==> src/rtl/counter_pkg.sv <==
// rtl/counter_pkg.sv - mode encodings and direction state for the timebase counter
package counter_pkg;

   localparam logic [1:0] MODE_UP     = 2'd0;
   localparam logic [1:0] MODE_DOWN   = 2'd1;
   localparam logic [1:0] MODE_UPDOWN = 2'd2;
   localparam logic [1:0] MODE_RSVD   = 2'd3;

   typedef enum logic {
      DIR_DOWN = 1'b0,
      DIR_UP   = 1'b1
   } dir_e;

endpackage

==> src/rtl/counter_prescaler.sv <==
// rtl/counter_prescaler.sv - shadowed prescaler producing the count-advance tick
module counter_prescaler #(
   parameter int PRESC_WIDTH = 8
) (
   input  logic                   clk,
   input  logic                   reset_n,
   input  logic                   enable,
   input  logic                   clear,
   input  logic                   load_shadow,
   input  logic [PRESC_WIDTH-1:0] prescale,
   output logic                   tick
);

   logic [PRESC_WIDTH-1:0] pcnt_q, pcnt_d;
   logic [PRESC_WIDTH-1:0] prescale_sh_q, prescale_sh_d;

   // >= so a ratio lowered below the running pcnt ends the period at once
   assign tick = enable & ~clear & (pcnt_q >= prescale_sh_q);

   always_comb begin
      pcnt_d        = pcnt_q;
      prescale_sh_d = load_shadow ? prescale : prescale_sh_q;
      if (clear) begin
         pcnt_d = '0;
      end else if (enable) begin
         pcnt_d = tick ? '0 : pcnt_q + PRESC_WIDTH'(1);
      end
   end

   always_ff @(posedge clk or negedge reset_n) begin
      if (!reset_n) begin
         pcnt_q        <= '0;
         prescale_sh_q <= '0;
      end else begin
         pcnt_q        <= pcnt_d;
         prescale_sh_q <= prescale_sh_d;
      end
   end

endmodule

==> src/rtl/counter_timebase.sv <==
// rtl/counter_timebase.sv - prescaled up/down/centre-aligned timebase with shadowed period and mode
module counter_timebase
   import counter_pkg::*;
#(
   parameter int WIDTH       = 16,
   parameter int PRESC_WIDTH = 8
) (
   input  logic                   clk,
   input  logic                   reset_n,
   input  logic                   enable,
   input  logic                   clear,
   input  logic [1:0]             mode,
   input  logic [WIDTH-1:0]       period,
   input  logic [PRESC_WIDTH-1:0] prescale,
   output logic [WIDTH-1:0]       count,
   output logic                   dir,
   output logic                   ovf,
   output logic                   unf
);

   logic [WIDTH-1:0] period_sh_q, period_sh_d;
   logic [1:0]       mode_sh_q, mode_sh_d;
   logic [WIDTH-1:0] count_q, count_d;
   logic             ovf_q, ovf_d;
   logic             unf_q, unf_d;
   dir_e             dir_q, dir_d;

   logic             tick;
   logic             update_evt;
   logic             load_shadow;
   logic             at_top;
   logic             at_zero;
   logic             going_up;
   logic [WIDTH-1:0] turn_target;
   logic [WIDTH-1:0] bottom_target;

   assign at_top   = count_q >= period_sh_q;
   assign at_zero  = count_q == '0;
   assign going_up = dir_q == DIR_UP;

   // Turn targets clamp to 0 so a zero period never leaves count 0
   assign turn_target   = (period == '0) ? '0 : period - WIDTH'(1);
   assign bottom_target = (period_sh_q == '0) ? '0 : WIDTH'(1);

   always_comb begin
      unique case (mode_sh_q)
         MODE_DOWN:           update_evt = tick & at_zero;
         MODE_UPDOWN:         update_evt = tick & going_up & at_top;
         MODE_UP, MODE_RSVD:  update_evt = tick & at_top;
      endcase
   end

   assign load_shadow = ~enable | clear | update_evt;

   always_comb begin
      period_sh_d = load_shadow ? period : period_sh_q;
      mode_sh_d   = load_shadow ? mode   : mode_sh_q;
   end

   counter_prescaler #(
      .PRESC_WIDTH (PRESC_WIDTH)
   ) u_prescaler (
      .clk         (clk),
      .reset_n     (reset_n),
      .enable      (enable),
      .clear       (clear),
      .load_shadow (load_shadow),
      .prescale    (prescale),
      .tick        (tick)
   );

   // Direction FSM: state register
   always_ff @(posedge clk or negedge reset_n) begin
      if (!reset_n) begin
         dir_q <= DIR_UP;
      end else begin
         dir_q <= dir_d;
      end
   end

   // Direction FSM: next state
   always_comb begin
      dir_d = dir_q;
      if (clear) begin
         dir_d = (mode == MODE_DOWN) ? DIR_DOWN : DIR_UP;
      end else if (tick) begin
         unique case (mode_sh_q)
            MODE_DOWN: dir_d = DIR_DOWN;
            MODE_UPDOWN: begin
               if (going_up && at_top) begin
                  dir_d = (period == '0) ? DIR_UP : DIR_DOWN;
               end else if (!going_up && at_zero) begin
                  dir_d = DIR_UP;
               end
            end
            MODE_UP, MODE_RSVD: dir_d = DIR_UP;
         endcase
      end
   end

   // Direction FSM: output
   always_comb begin
      dir = (dir_q == DIR_UP);
   end

   always_comb begin
      count_d = count_q;
      ovf_d   = 1'b0;
      unf_d   = 1'b0;
      if (clear) begin
         count_d = (mode == MODE_DOWN) ? period : '0;
      end else if (tick) begin
         unique case (mode_sh_q)
            MODE_DOWN: begin
               if (at_zero) begin
                  count_d = period;
                  unf_d   = 1'b1;
               end else begin
                  count_d = count_q - WIDTH'(1);
               end
            end
            MODE_UPDOWN: begin
               if (going_up && at_top) begin
                  count_d = turn_target;
                  ovf_d   = 1'b1;
               end else if (!going_up && at_zero) begin
                  count_d = bottom_target;
                  unf_d   = 1'b1;
               end else if (going_up) begin
                  count_d = count_q + WIDTH'(1);
               end else begin
                  count_d = count_q - WIDTH'(1);
               end
            end
            MODE_UP, MODE_RSVD: begin
               if (at_top) begin
                  count_d = '0;
                  ovf_d   = 1'b1;
               end else begin
                  count_d = count_q + WIDTH'(1);
               end
            end
         endcase
      end
   end

   always_ff @(posedge clk or negedge reset_n) begin
      if (!reset_n) begin
         period_sh_q <= '1;
         mode_sh_q   <= MODE_UP;
         count_q     <= '0;
         ovf_q       <= 1'b0;
         unf_q       <= 1'b0;
      end else begin
         period_sh_q <= period_sh_d;
         mode_sh_q   <= mode_sh_d;
         count_q     <= count_d;
         ovf_q       <= ovf_d;
         unf_q       <= unf_d;
      end
   end

   assign count = count_q;
   assign ovf   = ovf_q;
   assign unf   = unf_q;

endmodule

==> config.mk <==
export PLATFORM = sky130hd
export DESIGN_NAME = counter_timebase
export DESIGN_NICKNAME = d
export VERILOG_FILES = /design/src/rtl/counter_pkg.sv /design/src/rtl/counter_prescaler.sv /design/src/rtl/counter_timebase.sv
export SDC_FILE = /design/constraint.sdc
export NUM_CORES = 1
export LEC_CHECK = 0
export BUFFER_PORTS_ARGS = -buffer_cell sky130_fd_sc_hd__buf_2
export CAP_MARGIN = 25
export CORE_UTILIZATION = 61
export DETAILED_ROUTE_END_ITERATION = 6
export MAX_ROUTING_LAYER = met4
export PLACE_DENSITY = 0.88
export SYNTH_ARGS = -nofsm -noshare
export SYNTH_HDL_FRONTEND = slang
export SYNTH_SLANG_ARGS = --single-unit
==> constraint.sdc <==
create_clock -name clk -period 3.05 [get_ports clk]
set_input_delay 0.1525 -clock clk [delete_from_list [all_inputs] [get_ports clk]]
set_output_delay 0.1525 -clock clk [all_outputs]
set_load 0.005 [all_outputs]
# Word level (Yosys, flattened, before mapping)

Cells that the tools add are included.
Widths: inputs -> output; s select.

Output and inout port bits: 19
Register bits after elaboration: 53
Word-level logic and storage cells: 73
Input port bits: 30

Muxes and demuxes: 33
Reductions and logical operators: 11
Order comparisons: 2
Add/subtract/negate cells: 4
Bitwise operators: 10
Equal/unequal tests: 5

Operators with widths:

| kind                  | count |
|---|---|
| $mux 16               | 9 |
| $logic_not 16->1      | 3 |
| $pmux 16 s3           | 1 |
| $sub 16x1->16 const B | 2 |
| $mux 8                | 3 |
| $add 16x1->16 const B | 1 |
| $ge 16x16->1          | 1 |
| $mux 1                | 16 |
| $add 8x1->8 const B   | 1 |
| $ge 8x8->1            | 1 |
| $and 1x1->1           | 6 |
| $pmux 1 s3            | 2 |
| $eq 2x1->1 const B    | 2 |
| $eq 2x2->1 const B    | 2 |
| $ne 4x4->1 const B    | 1 |
| $pmux 1 s2            | 2 |
| $reduce_bool 2->1     | 2 |
| $logic_and 1x1->1     | 2 |
| $logic_not 2->1       | 1 |
| $not 1->1             | 2 |
| $or 1x1->1            | 2 |
| $reduce_and 2->1      | 1 |
| $reduce_or 2->1       | 1 |
| $logic_not 1->1       | 1 |

# Longest topological paths before layout

Gate-level depths: netlist of the first run.

Depth after elaboration: 7
Mapped depth: 11
Depth with buffers taken out: 9

# Cells and area by module

From an unflattened synthesis of the first run, not the netlist that was laid out.

Cells, all modules: 581
Area total of the unflattened synthesis: 4850.9 um2

By module, submodules not included:

| module            | times used | sequential area each (um2) | area an instance (um2) | cells an instance |
|---|---|---|---|---|
| counter_timebase  | 1          | 947.2                      | 3881.2                 | 479 |
| counter_prescaler | 1          | 400.4                      | 969.7                  | 102 |

# Least setup slack after synthesis of the first run

No wires, ideal clock.

Path type: flip-flop to flip-flop
Start point: register count_q[0] (netlist: count[0])
End point: register u_prescaler.prescale_sh_q[1]
Period minus slack after synthesis: 2.841 ns
Slack: 0.209 ns
Data arrival time: 2.716 ns
Cell stages (with the launch flop): 12
Setup time: 0.125 ns
Buffers on the path: 2
Cell sequence: dfrtp_1 inv_1 ha_1 nand2b_4 a2111oi_4 o311a_2 o21a_4 a2111oi_2 or3_1 buf_6 buf_12 mux2_4

Cells in the longest elaborated chain, start to end: 4
Elaborated cells on any way between the ends: 7

RTL lines:

| what                                             | line                                                                   | text |
|---|---|---|
| start: declaration                               | counter_timebase.sv:23                                                 | `logic [WIDTH-1:0] count_q, count_d;` |
| start signal: assignment                         | counter_timebase.sv:157                                                | `count_q <= count_d;` |
| $ge 16x16->1 or $logic_not 16->1 (tied branches) | counter_timebase.sv:37, counter_timebase.sv:38                         |  |
| $and 1x1->1, on equally long branches            | counter_timebase.sv:49, counter_timebase.sv:47, counter_timebase.sv:48 |  |
| $pmux 1 s3 (*)                                   | counter_timebase.sv:46                                                 | `unique case (mode_sh_q)` |
| $or 1x1->1 (*)                                   | counter_timebase.sv:53                                                 | `assign load_shadow = ~enable \| clear \| update_evt;` |
| end signal: assignment                           | counter_prescaler.sv:36                                                | `prescale_sh_q <= prescale_sh_d;` |
| end: declaration                                 | counter_prescaler.sv:15                                                | `logic [PRESC_WIDTH-1:0] prescale_sh_q, prescale_sh_d;` |

Every way passes the cells marked *; elsewhere a longest branch is shown, timed or not.
A chain may end at the register's enable or synchronous reset.

# Worst setup path after layout of the first run

Start point: register period_sh_q[11]
End point: register u_prescaler.prescale_sh_q[5]

Cells in the longest elaborated chain, start to end: 4
Elaborated cells on any way between the ends: 5

RTL lines:

| what                                  | line                                           | text |
|---|---|---|
| start: declaration                    | counter_timebase.sv:21                         | `logic [WIDTH-1:0] period_sh_q, period_sh_d;` |
| start signal: assignment              | counter_timebase.sv:155                        | `period_sh_q <= period_sh_d;` |
| $ge 16x16->1 (*)                      | counter_timebase.sv:37                         | `assign at_top = count_q >= period_sh_q;` |
| $and 1x1->1, on equally long branches | counter_timebase.sv:49, counter_timebase.sv:48 |  |
| $pmux 1 s3 (*)                        | counter_timebase.sv:46                         |  |
| $or 1x1->1 (*)                        | counter_timebase.sv:53                         |  |

Marked as above.

==> flow_summary.json, run 1 <==
{
  "start_kind": "register",
  "grt_usage_pct": 39.67,
  "numCtsBuffers": 5,
  "yosysSeqAreaShare_pct": 28.15,
  "slew_viol_final": 0,
  "netlist_instances": 550,
  "io_pins": 49,
  "cts_tree": "yes",
  "synth_edf_count": 0,
  "fin_util_pct": 72.98,
  "dieWidth_um": 90.59,
  "fmax_ghz": 0.3408,
  "wl_per_cell_um": 22.12,
  "total_power_mw": 2.325,
  "min_to": "u_prescaler.prescale_sh_q[7]$_DFFE_PN0P_",
  "diodes": 0,
  "vias_per_cell": 6.670,
  "drv_cap": 0,
  "grt_pass1_wl_mm": 24.49,
  "vias": 4736,
  "clock_latency_ns": 0.33,
  "cts.sinks": 53,
  "hold_viol_final": 0,
  "status": "finished, final reports clean",
  "core_area_um2": 7408,
  "synth_top_flop_cell": "dfrtp_1",
  "yosys-top-cells-area": "dfrtp_1 19%, dfstp_2 9.3%, ha_1 8.6%",
  "grt_max_degree": 46,
  "fin_nets": 673,
  "dp_hpwl_mm": 12.02,
  "min_path_cells": 2,
  "syn_to_final_growth_pct": 12.94,
  "cts_buffer_depth": 2,
  "crit_fanout": 10,
  "drt_iter0_drc": 659,
  "layout_common_cells": "61 x nor2_1, 48 x buf_2, 41 x inv_1",
  "dp_cells": 700,
  "min_from": "prescale[7]",
  "min_period_over_period_pct": 96.20,
  "routabilityCongestion": 1.050,
  "synthesis.nets": 613,
  "synth_top_cell_by_area": "dfrtp_1",
  "endpoint_kind": "register",
  "ir_worst_vdd_mv": 0.2259,
  "worstRegToRegCells": 10,
  "die_area_um2": 8206,
  "clockRootBuffer": "clkbuf_8",
  "start_util_pct": 64.62,
  "port_buffers": 48,
  "drc": 0,
  "drive_gt1_share_pct": 25.37,
  "worstSetupPathType": "register to register",
  "async_flop_share_pct": 100.0,
  "arrival_ns": 3.15,
  "r2r_start": "period_sh_q[11]$_DFFE_PN1P_",
  "slew_headroom_pct": 54.80,
  "rows": 31,
  "htreeDepth": 2,
  "period_needed_ns": 2.934,
  "final_common_cell": "nor2_1",
  "die_h_um": 90.59,
  "first_pass_iters": 7,
  "clock_skew_ns": 0.01116,
  "r2r_end": "u_prescaler.prescale_sh_q[5]$_DFFE_PN0P_",
  "postRouteAntennaNets": 0,
  "worst_ep_required_time_ns": 3.27,
  "drt-total-wl_mm": 15.70,
  "netlist_area_um2": 4787,
  "yosys_warnings": 0,
  "instances_no_fill": 710,
  "worstHoldPathType": "input pin to register",
  "grt_pass1_vias": 4552,
  "setup_viol": 0,
  "grt-ovfl-total": 0,
  "ys_seq_elements": 53,
  "yosysUniqueCellTypes": 66,
  "cellPowerDensity_nw_per_um2": 430.1,
  "clk_pin_slew_worst_paths_ns": 0.12,
  "avgSynthCellArea_um2": 8.704,
  "r2r_slack_ns": 0.12,
  "tightest_slew_ns": 0.6755,
  "p_leak_nw": 2.459,
  "synth.top_cell.area_share_pct": 18.82,
  "antenna_found_initial": 0
}
-- how the worst max path moves through the flow --
| stage | cells after the start | endpoint | start |
|---|---|---|---|
| after global routing | 10 | period_sh_q[5]$_DFFE_PN1P_ | period_sh_q[15]$_DFFE_PN1P_ |
| after floorplan | 11 | u_prescaler.prescale_sh_q[1]$_DFFE_PN0P_ | count[0]$_DFFE_PN0P_ |
| final | 10 | u_prescaler.prescale_sh_q[5]$_DFFE_PN0P_ | period_sh_q[11]$_DFFE_PN1P_ |
| after detailed placement | 10 | period_sh_q[3]$_DFFE_PN1P_ | period_sh_q[2]$_DFFE_PN1P_ |
| after CTS | 10 | period_sh_q[3]$_DFFE_PN1P_ | period_sh_q[3]$_DFFE_PN1P_ |
| after global placement | 10 | mode_sh_q[0]$_DFFE_PN0P_ | period_sh_q[2]$_DFFE_PN1P_ |
-- registers in the layout (all words and copies together) (netlist names) --
register                   flops
ovf                            1
count                         16
unf                            1
u_prescaler.pcnt_q             8
mode_sh_q                      2
u_prescaler.prescale_sh_q      8
period_sh_q                   16
dir                            1
-- worst max-delay path: stages (launching register included) --
cell and delay (ns):
dfstp_2 0.56, inv_1 0.05, ha_1 0.31, a21oi_1 0.16, a31oi_1 0.13, a2111oi_4 0.36
o21a_4 0.24, a2111oi_2 0.08, or3_4 0.44, buf_12 0.17, mux2_4 0.30
-- final cells by class --
type | count | area [um2]
clock buffer | 5 | 68.82
clock inverter | 3 | 26.28
fill | 554 | 2002
inverter | 42 | 157.7
multi-input combinational | 423 | 3124
sequential | 53 | 1348
tap | 99 | 123.9
timing repair buffer | 85 | 558.0
-- through the flow --
stage	setup TNS (ns)	area, um2	worst slack, ns	hold WS [ns]
after floorplan	0	4787	0.2086	-0.1431
after global placement	0	5273	0.1948	0.3843
after detailed placement	0	5273	0.1326	0.3872
after CTS	0	5368	0.1127	0.02728
after global routing	-0.3784	5406	-0.05143	0.04708
final	0	5406	0.1160	0.05160
-- synthesized netlist by cell type, types with 3 or more instances --
cell type and count:
nor4_1 14, nand2_1 32, clkbuf_1 24, and3_1 5, dfstp_2 17, o21ai_0 21, a31oi_1 8, nand3_1 22
inv_1 41, o21a_1 3, nand4_1 13, o31ai_1 5, ha_1 33, a32oi_1 3, a21oi_1 17, mux2_4 18
nor2b_1 3, a21o_1 6, mux2i_1 4, buf_2 4, a211oi_1 8, dfrtp_1 36, xnor2_1 22, nor3_2 3
o221ai_1 6, a22oi_1 9, nor3_1 12, a221oi_1 5, or3_1 5, mux2_2 10, nor2_1 61, xor2_1 19
o211ai_1 4, nor3b_1 4, o311ai_0 3, nand3b_1 3
-- repair_timing --
action,4_1_cts,5_1_grt
resized for setup,0,2
hold buffers,0,1
endpoints found under the setup margin,0,16
buffers inserted,0,0
hold endpoints to repair,0,14
-- cells by family after synthesis --
group	after synthesis	synth area share, %
AND/OR/NAND/NOR	195	20.88
AO/OA/AOI/OAI	122	19.11
buffers and inverters	74	6.900
flip-flops	53	28.15
XOR/XNOR	41	7.501
adder cells (fa/ha/maj)	33	8.625
multiplexers	32	8.834
-- report_power, final --
group	switching [mW]	total, mW	internal (mW)
clock network	0.283	0.451	0.168
registers	0.0617	0.838	0.776
logic	0.606	1.04	0.431
-- routing by layer --
| metal | wire (um) | share of wire (%) | global-route usage (%) | vias up |
|---|---|---|---|---|
| li1 | - | - | - | 2128 |
| met1 | 6429 | 41 | 52.00 | 2265 |
| met2 | 7117 | 45 | 60.98 | 295 |
| met3 | 1692 | 11 | 7.828 | 48 |
| met4 | 464 | 3.0 | 14.11 | 0 |
| met5 | 0 | 0 | - | - |
Power figures use the tool's default switching activity.
==> inputs of run 2 (changes only) <==
Settings changed: CORE_UTILIZATION 61 to 25, PLACE_DENSITY 0.88 to 0.46.
==> run 2 against run 1 <==
The flow now finishes with violations (hold timing). Critical endpoint is now u_prescaler.prescale_sh_q[2]$_DFFE_PN0P_. Sequential power is essentially flat. Sequential share of layout area is 1.4 points lower. Worst setup slack got worse by 0.062 ns. Critical path depth did not move. Via count fell by 1.7%. Critical path type unchanged. First-iteration DRC count shrank 37%. Largest power group unchanged. Combinational power up 5%. Non-clock buffer count is 5 higher. Cell area grew 6.0%. Clock power is 51% higher. Hold slack worse by 0.083 ns. Core utilization shrank 42 points.
==> flow_summary.json, run 2 (same netlist as run 1, synthesis figures left out) <==
{
  "grt_pass1_wl_mm": 26.79,
  "cts.sinks": 53,
  "cts_tree": "yes",
  "dieWidth_um": 140.4,
  "start_util_pct": 25.59,
  "hold_ws_ns": -0.03097,
  "drv_cap": 0,
  "crit_fanout": 13,
  "rows": 50,
  "clockRootBuffer": "clkbuf_16",
  "pre_cts_ws_ns": -0.03018,
  "numCtsBuffers": 5,
  "worstSetupPathType": "register to register",
  "wl_met1_mm": 7.975,
  "core_area_um2": 18710,
  "wl_per_cell_um": 20.54,
  "fin_setup_tns_ns": 0,
  "cts_buffer_depth": 2,
  "hold_viol_final": 18,
  "tightest_slew_ns": 0.9056,
  "wl_met2_mm": 7.888,
  "port_buffers": 48,
  "r2r_slack_ns": 0.05,
  "die_area_um2": 19710,
  "clk_pin_slew_worst_paths_ns": 0.08,
  "drc": 0,
  "drt_iter0_drc": 417,
  "layout_common_cells": "61 x nor2_1, 48 x buf_2, 40 x inv_1",
  "slew_viol_final": 0,
  "slew_headroom_pct": 39.63,
  "vias_per_cell": 5.479,
  "grt-ovfl-total": 0,
  "grt_pass1_vias": 4649,
  "die_h_um": 140.4,
  "fin_nets": 678,
  "clock_skew_ns": 0.01286,
  "fin_ws_ns": 0.05444,
  "period_needed_ns": 2.996,
  "worst_ep_required_time_ns": 3.23,
  "vias": 4657,
  "cellPowerDensity_nw_per_um2": 454.8,
  "p_leak_nw": 2.537,
  "top_layer": "met4",
  "dp_hpwl_mm": 13.60,
  "first_pass_iters": 5,
  "routabilityCongestion": 0.9448,
  "worstHoldPathType": "input pin to async pin",
  "start_kind": "register",
  "ir_worst_vdd_mv": 0.2309,
  "endpoint_kind": "register",
  "setup_viol": 0,
  "htreeDepth": 2,
  "antenna_found_initial": 0,
  "fmax_ghz": 0.3338,
  "wl_met3_mm": 1.049,
  "status": "complete, but fails checks",
  "io_pins": 49,
  "postRouteAntennaNets": 0,
  "grt_max_degree": 37,
  "violations": "hold timing",
  "clock_latency_ns": 0.30,
  "drive_gt1_share_pct": 26.62,
  "fin_util_pct": 30.65,
  "drt-total-wl_mm": 17.46,
  "grt_usage_pct": 18.21,
  "syn_to_final_growth_pct": 19.76,
  "final_common_cell": "nor2_1",
  "diodes": 0,
  "min_period_over_period_pct": 98.21,
  "arrival_ns": 3.18
}
## run 2: changes by cell type in the layout (fill, tap and decap cells not counted), moves of 2 or more
cell / delta
clkbuf_8: -4
buf_12: -2
clkbuf_16: +7
buf_4: +6
## run 2: path summary, 6_finish.rpt
kind                                                  start                                        to  depth (start not counted)
min in group clk                                prescale[4]  u_prescaler.prescale_sh_q[4]$_DFFE_PN0P_                          2
worst min-delay path                                reset_n                      count[9]$_DFFE_PN0P_                          1
worst max register to register  period_sh_q[11]$_DFFE_PN1P_  u_prescaler.prescale_sh_q[2]$_DFFE_PN0P_                         10
worst max-delay path            period_sh_q[11]$_DFFE_PN1P_  u_prescaler.prescale_sh_q[2]$_DFFE_PN0P_                         10
max in group asynchronous                           reset_n               period_sh_q[10]$_DFFE_PN1P_                          2
worst min register to register   period_sh_q[8]$_DFFE_PN1P_                period_sh_q[8]$_DFFE_PN1P_                          2
## run 2: report_power, final
group	total, mW	switching (mW)	internal, mW	leakage (nW)
Clock	0.681	0.271	0.410	0.0831
Sequential	0.835	0.0583	0.777	0.644
Combinational	1.09	0.641	0.449	1.81
## run 2: worst max-delay path: stages (launching register included)
cell       delay, ns
dfstp_2         0.55
inv_1           0.05
ha_1            0.32
a21oi_1         0.17
a31oi_1         0.15
a2111oi_4       0.32
o21a_4          0.26
a2111oi_4       0.08
or3_4           0.47
clkbuf_16       0.21
mux2_4          0.30
## run 2: metrics by stage
step	hold slack, ns	power, mW	area [um2]	std cells
after floorplan	-0.1431	1.491	4787	550
after global placement	0.3346	1.874	5444	837
after detailed placement	0.3270	1.883	5444	837
after CTS	0.009279	2.576	5625	845
after global routing	0.04105	2.746	5733	850
final	-0.03097	2.607	5733	850
## run 2: area by class of cell
class / count / area, um2
well taps: 234 / 292.8
inverters: 42 / 157.7
repair buffers: 90 / 603.1
flip-flops and latches: 53 / 1348
fillers: 1960 / 12970
multi-input cells: 423 / 3156
clock inverters: 2 / 37.54
clock buffers: 6 / 138.9
## run 2: metal layers
| metal | track usage [%] | up-vias |
|---|---|---|
| met5 | - | - |
| met2 | 28.37 | 219 |
| met1 | 23.98 | 2263 |
| li1 | - | 2141 |
| met3 | 2.256 | 34 |
| met4 | 7.056 | 0 |
## run 2: repair_timing
item / CTS / global route
setup endpoints to repair: 6 / 29
resized for setup: 1 / 7
pin swaps: 1 / 3
cloned: 0 / 2
hold buffers: 0 / 0
setup buffers: 0 / 3
==> inputs of run 3 (changes only) <==
Clock period 3.05 ns to 3.6 ns, I/O delays scaled along.
==> run 3 against run 2 <==
The run now ends clean. Critical path depth shrank 1. Non-clock buffer count shrank 17. Power shrank 21%. Critical path type unchanged.
==> flow_summary.json, run 3 (same netlist as run 1, synthesis figures left out) <==
{
  "vias_per_cell": 5.406,
  "numCtsBuffers": 5,
  "vias": 4503,
  "dp_hpwl_mm": 13.07,
  "layout_common_cells": "61 x nor2_1, 48 x buf_2, 41 x inv_1",
  "drive_gt1_share_pct": 23.54,
  "crit_fanout": 9,
  "cp_slowest_cell": "dfstp_2",
  "cts_tree": "yes",
  "status": "finished, final reports clean",
  "start_kind": "register",
  "io_pins": 49,
  "period_needed_ns": 3.066,
  "drt-total-wl_mm": 16.72,
  "cts_resized": 0,
  "min_period_over_period_pct": 85.17,
  "first_pass_iters": 4,
  "p_clk_share_pct": 24.6,
  "final_common_cell": "nor2_1",
  "power_frac_comb_pct": 41.0,
  "clk_pin_slew_worst_paths_ns": 0.07,
  "arrival_ns": 3.22,
  "n_fill_cell": 2001,
  "slowest_delay_ns": 0.55,
  "die_h_um": 140.4,
  "fin_setup_tns_ns": 0,
  "core_area_um2": 18710,
  "rows": 50,
  "antenna_found_initial": 0,
  "p_leak_nw": 2.422,
  "fin_util_pct": 29.45,
  "clock_latency_ns": 0.29,
  "grt-ovfl-total": 0,
  "routabilityCongestion": 0.9385,
  "wl_per_cell_um": 20.08,
  "fin_nets": 661,
  "cts.sinks": 53,
  "rsz0062_at_grt": "false",
  "setup_viol": 0,
  "port_buffers": 48,
  "hold_viol_final": 0,
  "worstSetupPathType": "register to register",
  "clockRootBuffer": "clkbuf_16",
  "p_switching_uw": 795.8,
  "fmax_ghz": 0.3261,
  "grt_pass1_vias": 4436,
  "die_area_um2": 19710,
  "dieWidth_um": 140.4,
  "grt_pass1_wl_mm": 26.04,
  "tightest_slew_ns": 0.8751,
  "grt_usage_pct": 17.78,
  "htreeDepth": 2,
  "start_util_pct": 25.59,
  "ir_worst_vdd_mv": 0.1983,
  "slew_headroom_pct": 41.27,
  "pwr-share-seq_pct": 34.4,
  "post_cts.repair.setup_buffers": 0,
  "endpoint_kind": "register",
  "postRouteAntennaNets": 0,
  "drv_cap": 0,
  "drt_iter0_drc": 283,
  "worstHoldPathType": "input pin to register",
  "worst_ep_required_time_ns": 3.76,
  "slew_viol_final": 0,
  "diodes": 0,
  "cellPowerDensity_nw_per_um2": 375.6,
  "grt_max_degree": 40,
  "swShare_pct": 38.46,
  "crit_chain": "inv_1 > ha_1 > a21oi_1 > a31oi_1 > a2111oi_4 > o21ai_1 > o31ai_1 > o221ai_1 > o21ai_0",
  "drc": 0,
  "clock_skew_ns": 0.006964,
  "internal_power_mw": 1.273,
  "cts_buffer_depth": 2,
  "syn_to_final_growth_pct": 15.08
}
==> run 3: cell types whose count changed in the layout (fill, tap and decap cells not counted), sizes merged <==
cell	previous run	this run
dlygate4sd3	0	1
bufinv	1	0
clkbuf	8	6
clkinv	1	3
buf	88	72
clkinvlp	1	0
==> run 3: final cells by class <==
type	instances	area [um2]	area share, %
Clock buffer	6	138.9	2.521
Clock inverter	2	13.76	0.2498
Inverter	42	157.7	2.862
Multi-Input combinational cell	423	3115	56.55
Sequential cell	53	1348	24.46
Tap cell	234	292.8	5.315
Timing Repair Buffer	73	442.9	8.040
==> run 3: stage by stage <==
stage	instances	worst slack [ns]	cell area, um2	total power, mW	hold slack (ns)
after detailed placement	823	0.5581	5326	1.554	0.3800
after CTS	831	0.5468	5479	2.074	0.05383
after floorplan	550	0.7586	4787	1.263	-0.1156
final	833	0.5339	5509	2.069	0.1111
after global placement	823	0.6158	5326	1.551	0.3684
after global routing	833	0.2735	5509	2.193	0.1060
==> run 3: power groups by stage <==
stage               registers [mW]  logic, mW  clock network [mW]
floorplan                    0.712      0.551                   0
global route                 0.720      0.924               0.549
detailed placement           0.723      0.831                   0
global placement             0.723      0.828                   0
finish                       0.712      0.848               0.509
CTS                          0.712      0.836               0.525
==> run 3: repair_timing <==
action	CTS	global route
setup endpoints to repair	0	0
hold endpoints to repair	0	8
hold buffers	0	1
==> run 3: worst paths after layout <==
| kind | start | end | slack [ns] | cells past startpoint |
|---|---|---|---|---|
| max reg2reg | period_sh_q[11]$_DFFE_PN1P_ | count[6]$_DFFE_PN0P_ | 0.53 | 9 |
| max in group asynchronous | reset_n | dir$_DFFE_PN1P_ | 2.48 | 4 |
| max | period_sh_q[11]$_DFFE_PN1P_ | count[6]$_DFFE_PN0P_ | 0.53 | 9 |
| min in group asynchronous | reset_n | count[13]$_DFFE_PN0P_ | 0.30 | 2 |
| min | prescale[4] | u_prescaler.prescale_sh_q[4]$_DFFE_PN0P_ | 0.11 | 2 |
| min reg2reg | period_sh_q[1]$_DFFE_PN1P_ | period_sh_q[1]$_DFFE_PN1P_ | 0.50 | 2 |
==> run 3: metal layers <==
layer | part of all wire [%] | vias to the layer above | track usage (%)
li1 | - | 2108 | -
met1 | 46 | 2212 | 23.65
met2 | 46 | 159 | 28.03
met3 | 5.4 | 24 | 2.051
met4 | 2.2 | 0 | 5.726
met5 | 0 | - | -
==> run 3: worst max-delay path: cells and delay by family (launching register included) <==
kind	cells	cell delay [ns]
compound gates	7	2.01
fa+ha+maj	1	0.31
buf+inv	1	0.05
flops	1	0.55
